<file path="config.mk">
export PLATFORM = sky130hd
export DESIGN_NAME = serial_adder
export DESIGN_NICKNAME = d
export VERILOG_FILES = /design/src/rtl/serial_adder.sv
export SDC_FILE = /design/constraint.sdc
export NUM_CORES = 1
export LEC_CHECK = 0
export ABC_AREA = 1
export CORE_MARGIN = 8
export CORE_UTILIZATION = 56
export CTS_CLUSTER_SIZE = 28
export DETAILED_ROUTE_END_ITERATION = 6
export GPL_TIMING_DRIVEN = 0
export PLACE_DENSITY = 0.83
export SETUP_SLACK_MARGIN = 0.1
export SLEW_MARGIN = 20
export SYNTH_ARGS = -nofsm -noshare
export SYNTH_HDL_FRONTEND = slang
export SYNTH_SLANG_ARGS = --single-unit
</file>
<file path="constraint.sdc">
create_clock -name clk -period 2.4 [get_ports clk]
set_clock_uncertainty 0.2 [all_clocks]
set_input_delay 0.48 -clock clk [delete_from_list [all_inputs] [get_ports clk]]
set_output_delay 0.48 -clock clk [all_outputs]
set_load 0.005 [all_outputs]
</file>
<file path="src/rtl/serial_adder.sv">
// Bit-serial, LSB-first adder: one full-adder cell and a carry flip-flop
// produce A+B over WIDTH cycles behind a start/busy/done handshake.
module serial_adder #(
  parameter int WIDTH = 8
) (
  input  logic             clk,
  input  logic             rst,
  input  logic             start,
  input  logic [WIDTH-1:0] a,
  input  logic [WIDTH-1:0] b,
  output logic [WIDTH-1:0] sum,
  output logic             cout,
  output logic             busy,
  output logic             done
);

  localparam int CW = $clog2(WIDTH) + 1;
  localparam logic [CW-1:0] LAST_BIT = CW'(WIDTH - 1);

  typedef enum logic [1:0] {
    S_IDLE,
    S_ADD,
    S_DONE
  } state_t;

  state_t           state, state_next;
  logic [WIDTH-1:0] sa, sa_next;
  logic [WIDTH-1:0] sb, sb_next;
  logic [WIDTH-1:0] ps, ps_next;
  logic             carry, carry_next;
  logic [CW-1:0]    cnt, cnt_next;
  logic [WIDTH-1:0] sum_next;
  logic             cout_next;

  // Single full-adder cell working on the current LSBs.
  logic             bit_s;
  logic             bit_c;
  logic [WIDTH-1:0] ps_shifted;

  assign bit_s      = sa[0] ^ sb[0] ^ carry;
  assign bit_c      = (sa[0] & sb[0]) | (sa[0] & carry) | (sb[0] & carry);
  assign ps_shifted = {bit_s, ps[WIDTH-1:1]};

  // NOTE: every signal written here gets a default first, so no path leaves
  // it unassigned and no latch is inferred.
  always_comb begin
    state_next = state;
    sa_next    = sa;
    sb_next    = sb;
    ps_next    = ps;
    carry_next = carry;
    cnt_next   = cnt;
    sum_next   = sum;
    cout_next  = cout;

    unique case (state)
      S_IDLE, S_DONE: begin
        if (start) begin
          sa_next    = a;
          sb_next    = b;
          ps_next    = '0;
          carry_next = 1'b0;
          cnt_next   = '0;
          state_next = S_ADD;
        end else begin
          state_next = S_IDLE;
        end
      end

      S_ADD: begin
        sa_next    = sa >> 1;
        sb_next    = sb >> 1;
        ps_next    = ps_shifted;
        carry_next = bit_c;
        cnt_next   = cnt + CW'(1);
        // The result registers move only on the edge that finishes the MSB.
        if (cnt == LAST_BIT) begin
          sum_next   = ps_shifted;
          cout_next  = bit_c;
          state_next = S_DONE;
        end
      end

      default: state_next = S_IDLE;
    endcase
  end

  // NOTE: sequential state uses non-blocking assignments so every register
  // samples the pre-edge values, independent of statement order.
  always_ff @(posedge clk) begin
    if (rst) begin
      state <= S_IDLE;
      sa    <= '0;
      sb    <= '0;
      ps    <= '0;
      carry <= 1'b0;
      cnt   <= '0;
      sum   <= '0;
      cout  <= 1'b0;
    end else begin
      state <= state_next;
      sa    <= sa_next;
      sb    <= sb_next;
      ps    <= ps_next;
      carry <= carry_next;
      cnt   <= cnt_next;
      sum   <= sum_next;
      cout  <= cout_next;
    end
  end

  // Status is decoded straight from the state register, so it is glitch-free.
  assign busy = (state == S_ADD);
  assign done = (state == S_DONE);

endmodule

</file>
==> results of run 1 <==
-- critical path, cell delays in order (launching register included) --
cell and delay (ns):
sky130_fd_sc_hd__dfxtp_2 0.33, sky130_fd_sc_hd__buf_6 0.13, sky130_fd_sc_hd__inv_4 0.11, sky130_fd_sc_hd__nor2_4 0.05, sky130_fd_sc_hd__buf_6 0.11, sky130_fd_sc_hd__dlymetal6s2s_1 0.14
-- worst paths after layout --
kind,to,slack [ns],cells past startpoint,from
worst max-delay path,busy,0.50,5,state[0]$_SDFFE_PP0P_
worst min-delay path,ps[2]$_SDFFE_PP0P_,0.24,2,rst
worst max register to register,sum[3]$_SDFFE_PP0P_,0.89,6,cnt[0]$_SDFFE_PP0P_
worst min register to register,sum[7]$_SDFFE_PP0P_,0.28,2,sum[7]$_SDFFE_PP0P_
-- placed cells by master, fill, tap and decap left out, drive strengths merged --
cell,count
clkbuf,8
fa,1
dfxtp,39
nand3,74
buf,18
ha,1
dlymetal6s2s,2
o21ai,2
nand2,42
nor2,14
inv,21
a21oi,28
clkdlybuf4s50,25
-- cell usage after synthesis --
| cell type | instances |
|---|---|
| sky130_fd_sc_hd__ha_1 | 1 |
| sky130_fd_sc_hd__fa_1 | 1 |
| sky130_fd_sc_hd__a21oi_2 | 9 |
| sky130_fd_sc_hd__nand2_2 | 2 |
| sky130_fd_sc_hd__nor2_4 | 2 |
| sky130_fd_sc_hd__nor2_1 | 12 |
| sky130_fd_sc_hd__inv_1 | 19 |
| sky130_fd_sc_hd__a21oi_1 | 19 |
| sky130_fd_sc_hd__nand2_1 | 39 |
| sky130_fd_sc_hd__nand2_4 | 1 |
| sky130_fd_sc_hd__clkbuf_1 | 2 |
| sky130_fd_sc_hd__nand3_2 | 9 |
| sky130_fd_sc_hd__buf_6 | 4 |
| sky130_fd_sc_hd__inv_4 | 1 |
| sky130_fd_sc_hd__o21ai_0 | 2 |
| sky130_fd_sc_hd__buf_2 | 8 |
| sky130_fd_sc_hd__inv_2 | 1 |
| sky130_fd_sc_hd__buf_4 | 3 |
| sky130_fd_sc_hd__nand3_1 | 65 |
| sky130_fd_sc_hd__dfxtp_1 | 39 |
-- state kept, by name, indices dropped and copies added, names as in the netlist --
| name | cells |
|---|---|
| sa | 8 |
| ps | 7 |
| carry | 1 |
| cout | 1 |
| sum | 8 |
| sb | 8 |
| cnt | 4 |
| state | 2 |
-- per-stage QoR --
stage	hold slack (ns)	instances	util	cell area, um^2	power [mW]
global placement	0.2592	312	0.6674	2175	0.8836
CTS	0.2404	320	0.6870	2238	1.187
finish	0.2428	321	0.6920	2255	1.194
global route	0.2519	321	0.6920	2255	1.239
detailed placement	0.2654	312	0.6674	2175	0.8887
floorplan	0.2527	239	-	1847	0.8252
-- routing by layer --
metal / vias up / track usage / wire length, um
met4: 0 / 0.1042 / 97
met5: - / 0 / 0
li1: 869 / - / -
met3: 9 / 0.04093 / 171
met1: 787 / 0.2141 / 2005
met2: 38 / 0.2771 / 2106
-- area by class of cell --
cell class | instances | area (um^2)
Timing Repair Buffer | 31 | 305.3
Buffer | 16 | 116.4
Inverter | 21 | 81.33
Multi-Input combinational cell | 162 | 869.6
Clock buffer | 6 | 41.29
Tap cell | 46 | 57.56
Sequential cell | 39 | 783.3
Fill cell | 294 | 1003
-- cells by family (layout without fill, tap and decap cells) --
kind of cell             count (synthesis)  in the layout  share of synthesized area
buffers and inverters                   38             74                     0.1064
AO/OA/AOI/OAI                           30             30                    0.09960
adder cells (fa/ha/maj)                  2              2                    0.01761
flip-flops                              39             39                     0.4228
AND/OR/NAND/NOR                        130            130                     0.3537
-- repair_timing --
item                                   4_1_cts  5_1_grt
buffers inserted                             2        2
endpoints found under the hold margin        0        0
hold buffers                                 0        0
pin swaps                                    1        0
gates resized for setup                      3        3
setup endpoints to repair                    2        2
-- power by group through the flow --
stage               clock [mW]  sequential [mW]  combinational, mW
finish                   0.306            0.686              0.202
global placement             0            0.699              0.185
CTS                      0.306            0.685              0.196
global route             0.328            0.688              0.223
detailed placement           0            0.699              0.189
floorplan                    0            0.696              0.129
==> results.md, run 1 <==
* sky130_fd_sc_hd__dfxtp_1 42%, sky130_fd_sc_hd__nand3_1 18%, sky130_fd_sc_hd__nand2_1 7.9% — Synth area leaders
* 1.72 ns — required time at the worst-slack endpoint
* 2 — H-tree levels
* sky130_fd_sc_hd__clkbuf_4 — root buf cell
* 7396 um — first-pass GRT wire length
* 0 — GR Overflow Total
* 13.64 um — post-DR wirelength/cell
* 0.574 — share of total power in sequential cells
* 73.43 um — floorplan die height
* 0.11 ns — clock transition at the register clock pins on the worst setup and hold paths after CTS
* 0.4228 — sequential share of the synthesized area
* 260 — synthesized netlist net count
* 0 — number of diodes added for antenna fixing
* 73.43 um — horizontal die dimension
* 7 — maximum fanout count along the critical path
* 30 — I/O pin count
* sky130_fd_sc_hd__dfxtp_1 — post-synthesis cell type with the largest combined area
* finished, final reports clean — outcome
* 0.256 — Clk pwr share
* 0.001847 mm^2 — Post-Syn Area
* 4380 um — Post-Route WL
* 297 — number of nets in the finished design
* 0.4755 ns — pin slew with the least headroom to its limit
* 0.6830 — Worst slew margin
* register to output port — critical path class
* 0 ns — post-route setup TNS
* primary input to register — Hold WC Path Type
* 0.5011 ns — worst-case setup margin in the final layout
* 0 — Maximum Capacitance Violations
* 0 — number of antenna violations at the first check in global routing
* 0.1818 — share of cells above drive strength 1
* 0.3836 mV — peak supply drop
* register — type of element launching the critical path
* 1.22 ns — Worst Path Arrival
* 27 — count of input and output buffers
* 0 — DRC violations left
* 0.8091 — GP Congestion
* 0.169 — combinational fraction of design power
* 3014 um — half-perimeter wire length after detailed placement
* 0.2761 — share of total power consumed by net switching
* done — clock tree from TritonCTS
* 0.7912 — final period utilization
* 239 — Post-Synthesis Cells
* 1674 — vias in the first global route
* 0.9266 nW — leakage
* output port — Setup crit end kind
* 5.305 — number of vias per cell after detailed routing
* 21 — std cell rows
* 22.09% — Layout Area Growth over Synthesis
* 39 — number of sinks driven by the clock tree
* 1.899 ns — time the final worst path needs with I/O delays and setup
* 7.727 um^2 — Post-Synthesis Mean Instance Area
* 2 — Bufs on Longest Clock Path
* 0.3297 mW — power dissipated by switching net loads
* 0 — total setup violations reported at the end of the flow
* 0.003258 mm^2 — Core Region
* 0.5668 — starting utilization of the core area
* 0.005391 mm^2 — Die ar.
* 0 — antenna viol nets, final
* 526.6 MHz — maximum clock rate
* 5 — number of buffers added by the clock tree synthesis step
* 11 — maximum number of pins on one net before global-route repair
* 0.4228 — Yosys top cell area share
* 4 — Pre-antenna DRT Iters
* 0 — total count of hold-check failures in the final report
* 0.3386 ns — post-placement setup slack
* 20 — distinct cell type count after synthesis
* false — unrepaired setup endpoints after global routing
* 0.34 ns — insertion delay of the later-clocked pin in the worst-skew pair
* 0 — total of warnings raised by yosys
* 113 — iteration-0 DRC count of the detailed router
* 529.7 mW/mm^2 — power density over the cells
* 0 — total count of max-transition violations in the final report
* 39 — Seq cells post-synth
* 1703 — via count
* 0.1765 — Total Routing Usage GR
* 0.8645 mW — internal power
(Power assumes the default switching activity.)
==> run 2, diff against run 1 <==
--- a/config.mk
+++ b/config.mk
@@ -7,11 +7,11 @@
 export LEC_CHECK = 0
 export ABC_AREA = 1
 export CORE_MARGIN = 8
-export CORE_UTILIZATION = 56
+export CORE_UTILIZATION = 52
 export CTS_CLUSTER_SIZE = 28
 export DETAILED_ROUTE_END_ITERATION = 6
 export GPL_TIMING_DRIVEN = 0
-export PLACE_DENSITY = 0.83
+export PLACE_DENSITY = 0.78
 export SETUP_SLACK_MARGIN = 0.1
 export SLEW_MARGIN = 20
 export SYNTH_ARGS = -nofsm -noshare
==> constraint.sdc (replaced) <==
create_clock -name clk -period 2 [get_ports clk]
set_clock_uncertainty 0.2 [all_clocks]
set_input_delay 0.4 -clock clk [delete_from_list [all_inputs] [get_ports clk]]
set_output_delay 0.4 -clock clk [all_outputs]
set_load 0.005 [all_outputs]
==> results.md, run 2 (synthesis results as in run 1) <==
* 0.1308 ns — worst-case setup margin in the final layout, was 0.5011 ns
* 21 — std cell rows, unchanged
* 0 — number of antenna violations at the first check in global routing, unchanged
* 535.0 MHz — maximum clock rate
* 0.4503 ns — pin slew with the least headroom to its limit, was 0.4755 ns
* 0 — antenna viol nets, final, unchanged
* 1.40 ns — required time at the worst-slack endpoint, was 1.72 ns
* 0.9162 nW — leakage, was 0.9266 nW
* 75.60 um — horizontal die dimension, was 73.43 um
* 0 — Post-CTS Hold Buffers, unchanged
* sky130_fd_sc_hd__buf_6 — CP most frequent cell, unchanged
* 1.121 mW — internal power, was 0.8645 mW
* 298 — number of nets in the finished design, was 297
* 0 — total count of max-transition violations in the final report, unchanged
* 3 — worst path buffer plus inverter count, was 4
* 0 — number of diodes added for antenna fixing, unchanged
* 0.003363 mm^2 — Core Region, was 0.003258 mm^2
* true — unrepaired setup endpoints after global routing, was false
* primary input to register — Hold WC Path Type, unchanged
* 0 — GR Overflow Total, unchanged
* 0.6998 — Worst slew margin, was 0.6830
* 0.2050 — share of cells above drive strength 1, was 0.1818
* 0 — total count of hold-check failures in the final report, unchanged
* sky130_fd_sc_hd__nand3_1 — most common cell after layout, fill and taps aside, unchanged
* 0.9346 — final period utilization
* 0.309 — Clk pwr share, was 0.256
* 1669 — vias in the first global route, was 1674
* -0.01083 ns — post-placement setup slack, was 0.3386 ns
* 0.1696 — Total Routing Usage GR, was 0.1765
* 2 — H-tree levels, unchanged
* output port — Setup crit end kind, unchanged
* 4 — Pre-antenna DRT Iters, unchanged
* 318 — Filler cells, was 294
* 27 — count of input and output buffers, unchanged
* 0 — DRC violations left, unchanged
* 0.531 — share of total power in sequential cells, was 0.574
* sky130_fd_sc_hd__dfxtp_2 — Max stage delay cell, worst path, unchanged
* 0.34 ns — CP peak stage delay, was 0.33 ns
* 675.0 mW/mm^2 — power density over the cells, was 529.7 mW/mm^2
* 0.160 — combinational fraction of design power, was 0.169
* 24.32% — Layout Area Growth over Synthesis, was 22.09%
* 0.4290 mW — power dissipated by switching net loads, was 0.3297 mW
* 0.36 ns — insertion delay of the later-clocked pin in the worst-skew pair, was 0.34 ns
* 0.12 ns — clock transition at the register clock pins on the worst setup and hold paths after CTS, was 0.11 ns
* 1712 — via count, was 1703
* 13.62 um — post-DR wirelength/cell, was 13.64 um
* 1.869 ns — time the final worst path needs with I/O delays and setup
* 2 — Bufs on Longest Clock Path, unchanged
* 10 — maximum fanout count along the critical path, was 7
* register to output port — critical path class, unchanged
* buffers and inverters — cell class contributing the biggest share of worst-path delay, unchanged
* sky130_fd_sc_hd__clkbuf_4 — root buf cell, unchanged
* 0.005715 mm^2 — Die ar., was 0.005391 mm^2
* 1.27 ns — Worst Path Arrival, was 1.22 ns
* 30 — I/O pin count, unchanged
* 0 — total setup violations reported at the end of the flow, unchanged
* 39 — number of sinks driven by the clock tree, unchanged
* sa: 8 flops, sb: 8 flops, sum: 8 flops — biggest regs, unchanged
* register — type of element launching the critical path, unchanged
* 5.284 — number of vias per cell after detailed routing, was 5.305
* 5 — number of buffers added by the clock tree synthesis step, unchanged
* 1.550 mW — post-layout power, was 1.194 mW
* 0.4357 mV — peak supply drop, was 0.3836 mV
* 3009 um — half-perimeter wire length after detailed placement, was 3014 um
* 0.5491 — starting utilization of the core area, was 0.5668
* 7355 um — first-pass GRT wire length, was 7396 um
* 0 — Maximum Capacitance Violations, unchanged
* 0.8510 — GP Congestion, was 0.8091
* 4412 um — Post-Route WL, was 4380 um
* buf_6, buf_6, nor2_2, clkdlybuf4s15_2 — worst path cell trace, was buf_6, inv_4, nor2_4, buf_6, dlymetal6s2s_1
* 17 — maximum number of pins on one net before global-route repair, was 11
* 75.60 um — floorplan die height, was 73.43 um
* finished, final reports clean — outcome, unchanged
* 109 — iteration-0 DRC count of the detailed router, was 113
* done — clock tree from TritonCTS, unchanged
* 65 x sky130_fd_sc_hd__nand3_1, 39 x sky130_fd_sc_hd__nand2_1, 37 x sky130_fd_sc_hd__dfxtp_1 — highest-count cells in the layout ignoring fill and taps, unchanged
* 0.2768 — share of total power consumed by net switching, was 0.2761
==> run 2: per-stage QoR <==
stage               hold WS (ns)  cells  cell area, um^2  setup TNS (ns)    util
CTS                       0.1388    324             2293               0  0.6819
detailed placement        0.2603    312             2175        -0.01083  0.6466
floorplan                 0.2527    239             1847               0       -
finish                    0.1443    324             2296               0  0.6827
global placement          0.2605    312             2175               0  0.6466
global route              0.1642    324             2296               0  0.6827
==> run 2: what timing repair did <==
| action | CTS | global route |
|---|---|---|
| buffers inserted | 5 | 0 |
| endpoints found under the setup margin | 2 | 2 |
| pin swaps | 1 | 0 |
| resized for setup | 10 | 4 |
| endpoints found under the hold margin | 0 | 0 |
==> run 2: per-layer routing <==
layer	GRT usage	vias up	part of all wire
met5	0	-	0
met4	0.06610	0	0.015
met3	0.05658	7	0.055
met2	0.2809	44	0.46
met1	0.1971	796	0.47
li1	-	865	-
==> run 2: layout make-up <==
type / instances / area, um^2 / share of cell area
multi-input cells: 162 / 872.1 / 0.3798
flip-flops and latches: 39 / 783.3 / 0.3411
repair buffers: 32 / 304.0 / 0.1324
plain buffers: 16 / 120.1 / 0.05232
inverters: 21 / 86.33 / 0.03760
clock buffers: 7 / 65.06 / 0.02834
well taps: 46 / 57.56 / 0.02507
clock inverters: 1 / 7.507 / 0.003270
==> run 2: worst register-to-register path: stages, from the launching register on <==
cell and delay (ns):
sky130_fd_sc_hd__dfxtp_1 0.42, sky130_fd_sc_hd__ha_1 0.21, sky130_fd_sc_hd__nand2_1 0.07, sky130_fd_sc_hd__nor2_1 0.20, sky130_fd_sc_hd__nand2_2 0.19, sky130_fd_sc_hd__nand3_1 0.12, sky130_fd_sc_hd__nand2_1 0.05
==> run 2: power groups by stage <==
| stage | clock network (mW) | logic (mW) | registers, mW |
|---|---|---|---|
| after floorplan | 0 | 0.155 | 0.836 |
| after global routing | 0.509 | 0.270 | 0.827 |
| final | 0.479 | 0.248 | 0.824 |
| after CTS | 0.486 | 0.245 | 0.823 |
| after detailed placement | 0 | 0.228 | 0.840 |
| after global placement | 0 | 0.225 | 0.839 |
==> run 2: worst paths after layout <==
path	from	end	slack [ns]	cells after the start
worst max register to register	cnt[0]$_SDFFE_PP0P_	sum[7]$_SDFFE_PP0P_	0.43	6
worst max-delay path	state[0]$_SDFFE_PP0P_	done	0.13	4
worst min register to register	sum[3]$_SDFFE_PP0P_	sum[3]$_SDFFE_PP0P_	0.28	2
worst min-delay path	rst	ps[2]$_SDFFE_PP0P_	0.14	2
==> run 3, diff against run 2 <==
--- a/config.mk
+++ b/config.mk
@@ -6,9 +6,10 @@
 export NUM_CORES = 1
 export LEC_CHECK = 0
 export ABC_AREA = 1
+export CAP_MARGIN = 25
 export CORE_MARGIN = 8
 export CORE_UTILIZATION = 52
-export CTS_CLUSTER_SIZE = 28
+export CTS_CLUSTER_SIZE = 10
 export DETAILED_ROUTE_END_ITERATION = 6
 export GPL_TIMING_DRIVEN = 0
 export PLACE_DENSITY = 0.78
==> constraint.sdc (replaced) <==
create_clock -name clk -period 1.74 [get_ports clk]
set_clock_uncertainty 0.2 [all_clocks]
set_input_delay 0.348 -clock clk [delete_from_list [all_inputs] [get_ports clk]]
set_output_delay 0.348 -clock clk [all_outputs]
set_load 0.005 [all_outputs]
==> results.md, run 3 (synthesis results as in run 1) <==
* finished, final reports clean — outcome, unchanged
* 2 — Bufs on Longest Clock Path, unchanged
* 39 — number of sinks driven by the clock tree, unchanged
* sa: 8 flops, sb: 8 flops, sum: 8 flops — biggest regs, unchanged
* sky130_fd_sc_hd__dfxtp_2 — Max stage delay cell, worst path, unchanged
* 1.695 ns — time the final worst path needs with I/O delays and setup
* sky130_fd_sc_hd__buf_6 — CP most frequent cell, unchanged
* 0.2753 — share of total power consumed by net switching, was 0.2768
* 65 x sky130_fd_sc_hd__nand3_1, 39 x sky130_fd_sc_hd__nand2_1, 27 x sky130_fd_sc_hd__dfxtp_1 — highest-count cells in the layout ignoring fill and taps, was 65 x sky130_fd_sc_hd__nand3_1, 39 x sky130_fd_sc_hd__nand2_1, 37 x sky130_fd_sc_hd__dfxtp_1
* sky130_fd_sc_hd__clkbuf_4 — root buf cell, unchanged
* buf_6, inv_8, nor2_4, buf_6, buf_6 — worst path cell trace, was buf_6, buf_6, nor2_2, clkdlybuf4s15_2
* 0.09946 ns — worst hold slack, was 0.1443 ns
* 0.35 ns — CP peak stage delay, was 0.34 ns
* 0.5491 — starting utilization of the core area, unchanged
* 1700 — vias in the first global route, was 1669
* 0 — number of diodes added for antenna fixing, unchanged
* 4429 um — Post-Route WL, was 4412 um
* 0.305 — Clk pwr share, was 0.309
* 0 — total setup violations reported at the end of the flow, unchanged
* 75.60 um — horizontal die dimension, unchanged
* 0 — DRC violations left, unchanged
* 0.4360 ns — pin slew with the least headroom to its limit, was 0.4503 ns
* 126 — iteration-0 DRC count of the detailed router, was 109
* 0.002175 mm^2 — placed inst area, unchanged
* 0 — GR Overflow Total, unchanged
* 21 — std cell rows, unchanged
* 2 — H-tree levels, unchanged
* 589.8 MHz — maximum clock rate
* 30 — I/O pin count, unchanged
* 0.12 ns — clock transition at the register clock pins on the worst setup and hold paths after CTS, about the same
* 0.20 ns — worst setup slack for register-to-register paths, was 0.43 ns
* 0.529 — share of total power in sequential cells, was 0.531
* 0 — total count of max-transition violations in the final report, unchanged
* 5 — number of buffers added by the clock tree synthesis step, unchanged
* 4 — worst path buffer plus inverter count, was 3
* 0.166 — combinational fraction of design power, was 0.160
* buffers and inverters — cell class contributing the biggest share of worst-path delay, unchanged
* 0 — Post-CTS Hold Buffers, unchanged
* sky130_fd_sc_hd__nand3_1 — most common cell after layout, fill and taps aside, unchanged
* 1720 — via count, was 1712
* 0 — number of antenna violations at the first check in global routing, unchanged
* 767.4 mW/mm^2 — power density over the cells, was 675.0 mW/mm^2
* 3009 um — half-perimeter wire length after detailed placement, unchanged
* register — type of element launching the critical path, unchanged
* done — clock tree from TritonCTS, unchanged
* 4 — Pre-antenna DRT Iters, unchanged
* 0.002333 mm^2 — Non-Filler Cell Area, Final, was 0.002296 mm^2
* 5.260 — number of vias per cell after detailed routing, was 5.284
* 13.54 um — post-DR wirelength/cell, was 13.62 um
* 4 — maximum fanout count along the critical path, was 10
* 1.19 ns — required time at the worst-slack endpoint, was 1.40 ns
* 0 — Maximum Capacitance Violations, unchanged
* 0.9852 nW — leakage, was 0.9162 nW
* 0.7094 — Worst slew margin, was 0.6998
* 1.15 ns — Worst Path Arrival, was 1.27 ns
* 301 — number of nets in the finished design, was 298
* 0.35 ns — insertion delay of the later-clocked pin in the worst-skew pair, was 0.36 ns
* 0.005715 mm^2 — Die ar., unchanged
* 1.298 mW — internal power, was 1.121 mW
* 0.1710 — Total Routing Usage GR, was 0.1696
* 0.9744 — final period utilization
* 0.8510 — GP Congestion, unchanged
* 0.5264 mV — peak supply drop, was 0.4357 mV
* 0 — total count of hold-check failures in the final report, unchanged
* 7465 um — first-pass GRT wire length, was 7355 um
* register to output port — critical path class, unchanged
* 0.4930 mW — power dissipated by switching net loads, was 0.4290 mW
* 75.60 um — floorplan die height, unchanged
* primary input to register — Hold WC Path Type, unchanged
* output port — Setup crit end kind, unchanged
* 0.2527 — share of cells above drive strength 1, was 0.2050
* 27 — count of input and output buffers, unchanged
* 0 — antenna viol nets, final, unchanged
* true — unrepaired setup endpoints after global routing, unchanged
* 17 — maximum number of pins on one net before global-route repair, unchanged
* 26.36% — Layout Area Growth over Synthesis, was 24.32%
* 0.003363 mm^2 — Core Region, unchanged
## run 3: cell count changes in the layout (fill, tap and decap cells not counted), sizes merged
cell / before / now
clkdlybuf4s15: 1 / 0
clkbuf: 10 / 9
dlygate4sd2: 0 / 9
buf: 19 / 24
clkdlybuf4s50: 25 / 16
## run 3: layout make-up
type / instances / area, um^2
Buffer: 16 / 123.9
Clock buffer: 7 / 65.06
Clock inverter: 1 / 7.507
Fill cell: 307 / 1030
Inverter: 21 / 88.84
Multi-Input combinational cell: 162 / 879.6
Sequential cell: 39 / 795.8
Tap cell: 46 / 57.56
Timing Repair Buffer: 35 / 315.3
## run 3: routing by layer
| metal | global-route usage | vias up | part of all wire |
|---|---|---|---|
| li1 | - | 870 | - |
| met1 | 0.1986 | 810 | 0.47 |
| met2 | 0.2895 | 38 | 0.48 |
| met3 | 0.05263 | 2 | 0.041 |
| met4 | 0.05970 | 0 | 0.0032 |
| met5 | 0 | - | 0 |
## run 3: timing repair
| action | in CTS | in global routing |
|---|---|---|
| gates resized for setup | 35 | 5 |
| endpoints found under the setup margin | 11 | 11 |
| pin swaps | 2 | 1 |
| hold endpoints to repair | 0 | 0 |
| setup buffers | 6 | 2 |
## run 3: stage by stage
| step | worst slack, ns | util | power [mW] | TNS [ns] | cells |
|---|---|---|---|---|---|
| after floorplan | 0.4092 | - | 1.138 | 0 | 239 |
| after global placement | -0.2028 | 0.6466 | 1.223 | -0.2753 | 312 |
| after detailed placement | -0.2188 | 0.6466 | 1.227 | -0.3041 | 312 |
| after CTS | 0.002229 | 0.6842 | 1.791 | 0 | 325 |
| after global routing | -0.01881 | 0.6938 | 1.865 | -0.01881 | 327 |
| final | 0.04459 | 0.6938 | 1.791 | 0 | 327 |
## run 3: worst reg2reg max path, stage by stage (launching register included)
cell and delay, ns:
sky130_fd_sc_hd__dfxtp_2 0.35, sky130_fd_sc_hd__buf_6 0.13, sky130_fd_sc_hd__inv_8 0.04, sky130_fd_sc_hd__buf_4 0.15
sky130_fd_sc_hd__nand2_4 0.12, sky130_fd_sc_hd__buf_4 0.24, sky130_fd_sc_hd__nand3_2 0.10, sky130_fd_sc_hd__a21oi_2 0.14
## run 3: final timing paths
check	endpoint	cells past startpoint	startpoint
setup / recovery	busy	5	state[0]$_SDFFE_PP0P_
hold / removal	ps[2]$_SDFFE_PP0P_	2	rst
setup reg to reg	sb[7]$_SDFFE_PP0P_	7	state[0]$_SDFFE_PP0P_
hold reg to reg	sum[1]$_SDFFE_PP0P_	2	sum[1]$_SDFFE_PP0P_
## run 3: power by group through the flow
| stage | combinational (mW) | clock (mW) | sequential [mW] |
|---|---|---|---|
| 6_report | 0.298 | 0.546 | 0.947 |
| 5_1_grt | 0.323 | 0.590 | 0.951 |
| 4_1_cts | 0.287 | 0.559 | 0.946 |
| 3_5_place_dp | 0.262 | 0 | 0.965 |
| 3_3_place_gp | 0.258 | 0 | 0.964 |
| 2_1_floorplan | 0.178 | 0 | 0.960 |
